**src/rtl/core_pkg.sv**
```systemverilog
// Shared definitions for the commit (write-back) stage.
//  - wselector bit positions
//  - commit FSM state encoding
//  - PC step and small helpers that decode the write selector
package core_pkg;

  localparam int unsigned WS_REG_DATA = 1;  // reg write from data
  localparam int unsigned WS_PC_JUMP  = 2;  // PC write from pc_jump
  localparam int unsigned WS_REG_MEM  = 3;  // reg write from mem_data

  localparam logic [31:0] PC_STEP = 32'd4;

  typedef enum logic [1:0] {
    IDLE   = 2'd0,
    COMMIT = 2'd1,
    DONE   = 2'd2
  } wb_state_e;

  // Exec results captured when a commit is accepted.
  typedef struct packed {
    logic [3:0]  wsel;
    logic [31:0] data;
    logic [31:0] mem_data;
    logic [4:0]  rd;
    logic [31:0] pc_jump;
  } wb_req_t;

  function automatic logic reg_we(input logic [3:0] wsel);
    return wsel[WS_REG_MEM] | wsel[WS_REG_DATA];
  endfunction

  // Load result has priority over the ALU/link result.
  function automatic logic [31:0] reg_wdata(input wb_req_t req);
    return req.wsel[WS_REG_MEM] ? req.mem_data : req.data;
  endfunction

endpackage

```
**src/rtl/regfile.sv**
```systemverilog
// 32 x 32-bit register file.
//  - one synchronous write port (we_i/waddr_i/wdata_i)
//  - two asynchronous read ports (raddr_a_i -> rdata_a_o, raddr_b_i -> rdata_b_o)
//  - rstn (synchronous, active-low) clears every entry
// Register 0 is hardwired to zero: writes to it are dropped, reads return 0.
module regfile (
  input  logic        clk,
  input  logic        rstn,
  input  logic        we_i,
  input  logic [4:0]  waddr_i,
  input  logic [31:0] wdata_i,
  input  logic [4:0]  raddr_a_i,
  output logic [31:0] rdata_a_o,
  input  logic [4:0]  raddr_b_i,
  output logic [31:0] rdata_b_o
);

  logic [31:0] mem_q [32];

  always_ff @(posedge clk) begin
    if (!rstn) begin
      for (int i = 0; i < 32; i++) mem_q[i] <= '0;
    end else if (we_i && (waddr_i != 5'd0)) begin
      mem_q[waddr_i] <= wdata_i;
    end
  end

  assign rdata_a_o = (raddr_a_i == 5'd0) ? 32'd0 : mem_q[raddr_a_i];
  assign rdata_b_o = (raddr_b_i == 5'd0) ? 32'd0 : mem_q[raddr_b_i];

endmodule

```
**src/rtl/write_back.sv**
```systemverilog
// Commit (write-back) stage: latches one set of exec results on an enable
// pulse, applies the register and PC updates one cycle later, then pulses done.
// Timeline: enable in cycle N -> COMMIT in N+1 -> DONE (done=1, new state
// visible) in N+2 -> IDLE. enable outside IDLE is dropped.
//
// Ports:
//  clk, rstn          clock, synchronous active-low reset
//  enable             exec results valid (sampled only in IDLE)
//  done               one-cycle pulse, commit complete
//  wselector          [1] reg<-data, [2] pc<-pc_jump, [3] reg<-mem_data, [0] reserved
//  data, mem_data     register write sources
//  rd                 destination register
//  pc_jump            branch/jump target
//  pc                 architectural PC
//  rs_idx/rs_val,
//  rt_idx/rt_val      asynchronous register reads
//
// Build option: define WB_FORWARD_EN to forward the pending register write to
// the read ports while in COMMIT.
module write_back
  import core_pkg::*;
#(
  parameter logic [31:0] RESET_PC = 32'h0
) (
  input  logic        clk,
  input  logic        rstn,
  input  logic        enable,
  output logic        done,
  input  logic [3:0]  wselector,
  input  logic [31:0] data,
  input  logic [31:0] mem_data,
  input  logic [4:0]  rd,
  input  logic [31:0] pc_jump,
  output logic [31:0] pc,
  input  logic [4:0]  rs_idx,
  input  logic [4:0]  rt_idx,
  output logic [31:0] rs_val,
  output logic [31:0] rt_val
);

  wb_state_e   state_q, state_d;
  wb_req_t     req_q, req_d;
  logic [31:0] pc_q, pc_d;
  logic        done_q, done_d;

  logic        rf_we;
  logic [31:0] rf_wdata;
  logic [31:0] rf_rs, rf_rt;

  // Reserved selector bit carries no meaning.
  logic unused_wsel0;
  assign unused_wsel0 = req_q.wsel[0];

  assign rf_wdata = reg_wdata(req_q);

  always_comb begin
    state_d = state_q;
    req_d   = req_q;
    pc_d    = pc_q;
    done_d  = 1'b0;
    rf_we   = 1'b0;
    case (state_q)
      IDLE: begin
        if (enable) begin
          req_d.wsel     = wselector;
          req_d.data     = data;
          req_d.mem_data = mem_data;
          req_d.rd       = rd;
          req_d.pc_jump  = pc_jump;
          state_d        = COMMIT;
        end
      end
      COMMIT: begin
        rf_we   = reg_we(req_q.wsel);
        pc_d    = req_q.wsel[WS_PC_JUMP] ? req_q.pc_jump : pc_q + PC_STEP;
        done_d  = 1'b1;
        state_d = DONE;
      end
      DONE: begin
        state_d = IDLE;
      end
      default: begin
        state_d = IDLE;
      end
    endcase
  end

  // Reset wins over everything, so a reset edge in COMMIT drops the writes.
  always_ff @(posedge clk) begin
    if (!rstn) begin
      state_q <= IDLE;
      req_q   <= '0;
      pc_q    <= RESET_PC;
      done_q  <= 1'b0;
    end else begin
      state_q <= state_d;
      req_q   <= req_d;
      pc_q    <= pc_d;
      done_q  <= done_d;
    end
  end

  regfile u_regfile (
    .clk       (clk),
    .rstn      (rstn),
    .we_i      (rf_we),
    .waddr_i   (req_q.rd),
    .wdata_i   (rf_wdata),
    .raddr_a_i (rs_idx),
    .rdata_a_o (rf_rs),
    .raddr_b_i (rt_idx),
    .rdata_b_o (rf_rt)
  );

`ifdef WB_FORWARD_EN
  logic fwd_vld;
  assign fwd_vld = (state_q == COMMIT) && reg_we(req_q.wsel) && (req_q.rd != 5'd0);
  assign rs_val  = (fwd_vld && (rs_idx == req_q.rd)) ? rf_wdata : rf_rs;
  assign rt_val  = (fwd_vld && (rt_idx == req_q.rd)) ? rf_wdata : rf_rt;
`else
  assign rs_val  = rf_rs;
  assign rt_val  = rf_rt;
`endif

  assign done = done_q;
  assign pc   = pc_q;

endmodule
```
**config.mk**
```make
export PLATFORM = sky130hd
export DESIGN_NAME = write_back
export DESIGN_NICKNAME = d
export VERILOG_FILES = /design/src/rtl/core_pkg.sv /design/src/rtl/regfile.sv /design/src/rtl/write_back.sv
export SDC_FILE = /design/constraint.sdc
export NUM_CORES = 2
export LEC_CHECK = 0
export CORE_ASPECT_RATIO = 0.9
export CORE_MARGIN = 2
export CORE_UTILIZATION = 25
export DETAILED_ROUTE_END_ITERATION = 7
export GPL_TIMING_DRIVEN = 0
export SLEW_MARGIN = 20
export SYNTH_ARGS = -nofsm -noshare
export SYNTH_HDL_FRONTEND = slang
export SYNTH_SLANG_ARGS = --single-unit
```
**constraint.sdc**
```tcl
create_clock -name clk -period 4.1 [get_ports clk]
set_input_delay 0.615 -clock clk [delete_from_list [all_inputs] [get_ports clk]]
set_output_delay 0.615 -clock clk [all_outputs]
set_load 0.02 [all_outputs]
```
==> out/results.md <==
| Group | Quantity | This run |
|---|---|---|
| grt | Total congestion overflow | 0 |
| critical path | Most used cell along the critical path | sky130_fd_sc_hd__clkdlybuf4s50_1 |
| pwr | Peak supply drop | 0.4364 mV |
| route | Antenna Violating Nets Remaining | 0 |
| critical path | Max FO, Critical Path | 8 |
| place | Routability congestion estimate from global placement | 0.9773 |
| sta | Max Fclk | 0.2383 GHz |
| clocking | CTS tree | yes |
| synthesis | Most used flip-flop cell after synthesis | sky130_fd_sc_hd__edfxtp_1 |
| clocking | Cell chosen for the clock root | sky130_fd_sc_hd__clkbuf_16 |
| route | Via-to-Cell Ratio | 5.566 |
| run status | Run status | finished, violations left |
| synthesis | Cell Area, Synth | 57400 um2 |
| route | DRC violation count after routing | 0 |
| synthesis | Synth cell count leaders | sky130_fd_sc_hd__nor2_1 (1049), sky130_fd_sc_hd__edfxtp_1 (1024), sky130_fd_sc_hd__mux4_2 (428) |
| grt | Number of antenna violations at the first check in global routing | 17 |
| critical path | CP Data Required Time | 3.48 ns |
| critical path | Capturing element type of the critical path | output pin |
| synthesis | Combinational family with the most area after synthesis | multiplexers |
| synthesis | Dominant cell type by area after synthesis | sky130_fd_sc_hd__edfxtp_1 |
| sta | Transition time at the pin with the least slew margin | 1.222 ns |
| sta | Slew margin rel. | 18.55% |
| critical path | R2R setup slack | 0.19 ns |
| pwr | Leakage power | 22.89 nW |
| grt | Wire length of the first global-routing pass | 333.9 mm |
| place | Placed cell count | 7621 |
| critical path | Nature of the critical path startpoint | input port |
| critical path | Critical-path cell list | clkdlybuf4s50_1, nand2b_4, or2_4, o22ai_1, a211o_1, a31oi_2, clkdlybuf4s50_1 |
| pwr | P per Cell Area | 420.7 nW/um2 |
| synthesis | XOR/XNOR share of the synthesized area | 0% |
| synthesis | Compound-cell area share of the yosys netlist | 6.821% |
| sta | Final setup margin | -0.09648 ns |
| die | IO Count | 215 |
| critical path | CP Class | in2out |
| route | Post-Route M1 WL | 87.29 mm |
| route | Overall routed net length | 245.8 mm |
| final layout | Area Overhead vs Synth | 21.85% |
| sta | RSZ-0062 raised after global routing | yes |
| critical path | Critical path buffer and inverter count | 2 |
| critical path | Largest stage delay, worst path | 0.70 ns |
| synthesis | Post-synthesis share of cell area spent on full adders, half adders and majority gates | 0.02180% |
| clocking | TritonCTS Buffers | 131 |
| critical path | Cell type group with the largest total delay on the critical path | buffers and inverters |
| synthesis | Synthesized area divided by synthesized cell count | 13.24 um2 |
| route | Met3 wirelength from detailed routing | 32.06 mm |
| clocking | Maximum clock path buffer count | 3 |
| die | Die Footprint | 233400 um2 |
| sta | Setup TNS after final layout | -0.4366 ns |
| die | Floorplan core area | 227800 um2 |
| place | Post-Place Setup Slack | -1.906 ns |
| final layout | Number of fill cells | 22580 |
| route | DRT iter0 DRCs | 7350 |
| synthesis | Distinct cell type count of the synthesized netlist | 68 |
| route | Met2 routed WL | 106.8 mm |
| final layout | Post-layout nets | 4850 |
| synthesis | Share of cell area taken by muxes after synthesis | 20.72% |
| hold path | Path class of the lowest-slack min-delay path | in2reg |
| place | Number of input and output port buffers inserted | 204 |
| final layout | End-of-flow core utilization | 30.70% |
| place | Post-place instance area | 64130 um2 |
| sta | Final Critical Period | 4.196 ns |
| critical path | Arr. time, crit path | 3.58 ns |
| route | Highest Signal Layer | met5 |
| clocking | Source-to-sink clock delay at the later pin of the worst-skew pair | 0.78 ns |
| die | Number of placement rows | 166 |
| grt | Pin count of the biggest net entering global routing | 33 |
| synthesis | Post-synth EDFFs | 1024 |
| place | Half-perimeter wire length of the detailed placement result | 178.0 mm |
| synthesis | Number of warnings printed during yosys synthesis | 0 |
| synthesis | Register bit total from synthesis | 1163 |
| run | Max-capacitance violation count | 0 |
| sta | Count of final hold-check violations | 0 |
| synthesis | Cell types occupying the most area after synthesis | sky130_fd_sc_hd__edfxtp_1 (54%), sky130_fd_sc_hd__mux4_2 (17%), sky130_fd_sc_hd__nor2_1 (6.9%) |
| sta | Clock Skew | 0.02332 ns |
| route | Initial DRT Pass Iterations | 8 |
| synthesis | Sequential cell area fraction in the yosys report | 58.42% |
| synthesis | Area share of the largest cell type after synthesis | 53.57% |
| clocking | H-tree level count | 4 |
| synthesis | Post-synthesis async set-or-reset flop share | 0% |
| die | Floorplan die height | 458.6 um |
| run status | Violations in the final reports | negative setup slack |
| die | Initial cell density of the core | 25.19% |
| clocking | Clk sinks | 1163 |
| clocking | Clock transition at the registers of the reported paths | 0.06 ns |
| synthesis | Leading cell type by number of instances after synthesis | sky130_fd_sc_hd__nor2_1 |
| synthesis | Share of synthesized cell area in and, or, nand and nor gates | 10.32% |
| sta | Final critical-path share of the clock period | 102.4% |
| sta | Number of setup violations in the final report | 12 |
| grt | Global-route total usage across every layer | 20.54% |
| die | Die width | 509.1 um |
| route | Vias | 43790 |
| route | DR WL/cell | 31.25 um |
| final layout | Final instance area | 69940 um2 |
| synthesis | Post-Synthesis Cells | 4334 |
| final layout | Non-filler cells, final | 7866 |
| final layout | Proportion of layout cells with a drive suffix above 1 | 22.29% |
| critical path | Cell with the biggest individual delay on the critical path | sky130_fd_sc_hd__clkdlybuf4s50_1 |
| grt | Number of global-route vias before repair | 42530 |
| sta | Final Max Slew Viols | 0 |
-- what timing repair did --
item | CTS | global route
endpoints found under the setup margin | 64 | 41
pin swaps | 13 | 3
gates resized for setup | 343 | 40
setup buffers | 4 | 3
cloned | 0 | 0
hold buffers | 0 | 0
-- stage by stage --
stage | power [mW] | hold WS, ns
2_1_floorplan | 15.63 | 0.4321
3_3_place_gp | 17.36 | 0.4439
3_5_place_dp | 17.47 | 0.4468
4_1_cts | 29.26 | 0.2613
5_1_grt | 29.94 | 0.2939
6_report | 29.42 | 0.2949
-- layout make-up --
class | count | area [um2] | share of cell area, %
Tap cell | 3024 | 3784 | 5.410
Timing Repair Buffer | 239 | 2639 | 3.773
Buffer | 443 | 2382 | 3.406
Multi-Input combinational cell | 2724 | 23250 | 33.25
Sequential cell | 1163 | 33530 | 47.95
Clock inverter | 74 | 610.6 | 0.8730
Inverter | 29 | 108.9 | 0.1556
Clock buffer | 164 | 3615 | 5.168
Antenna cell | 6 | 15.01 | 0.02147
-- flip-flops by register name, summed over array words and instances (netlist names) --
name,count
done,1
pc,32
state_q,2
req_q,104
u_regfile.mem_q,1024
-- tightest hold or removal path, stage by stage --
cell and delay (ns):
sky130_fd_sc_hd__buf_2 0.22, sky130_fd_sc_hd__o21ai_0 0.12, sky130_fd_sc_hd__a311oi_1 0.05
-- report_power, final --
part / leakage [nW] / total (mW) / switching (mW) / internal [mW]
Combinational: 9.09 / 4.01 / 2.59 / 1.41
Clock: 2.08 / 11.9 / 5.02 / 6.87
Sequential: 11.7 / 13.5 / 0.247 / 13.3
-- kinds of logic after synthesis --
family                     Yosys count
AOI/OAI and AO/OA                  562
adders and majority gates            1
buffers and inverters              478
DFF                               1163
muxes                              647
other                                1
and+or+nand+nor                   1482
-- placed cells by master (no fill, tap or decap), types with 65 or more instances in the layout --
cell,n
sky130_fd_sc_hd__nor2_1,1041
sky130_fd_sc_hd__edfxtp_1,1024
sky130_fd_sc_hd__mux4_2,428
sky130_fd_sc_hd__clkbuf_1,264
sky130_fd_sc_hd__nand2_1,262
sky130_fd_sc_hd__clkdlybuf4s50_1,186
sky130_fd_sc_hd__mux2i_1,155
sky130_fd_sc_hd__a21oi_1,141
sky130_fd_sc_hd__clkbuf_16,140
sky130_fd_sc_hd__dfxtp_1,139
sky130_fd_sc_hd__a22o_1,67
sky130_fd_sc_hd__a22oi_1,65
-- routing by layer --
metal / global-route usage [%] / up-vias
li1: - / 17260
met1: 25.56 / 22270
met2: 30.77 / 3531
met3: 6.138 / 722
met4: 13.64 / 6
met5: 0 / -
-- worst paths after layout --
kind | from | to | depth (start not counted)
min | rstn | pc[16] | 3
max | rt_idx[3] | rt_val[10] | 7
min reg2reg | req_q[65] | req_q[65] | 2
max reg2reg | req_q[104] | u_regfile.mem_q[28][3] | 8
Note: power is estimated with default switching activity, not from simulation.
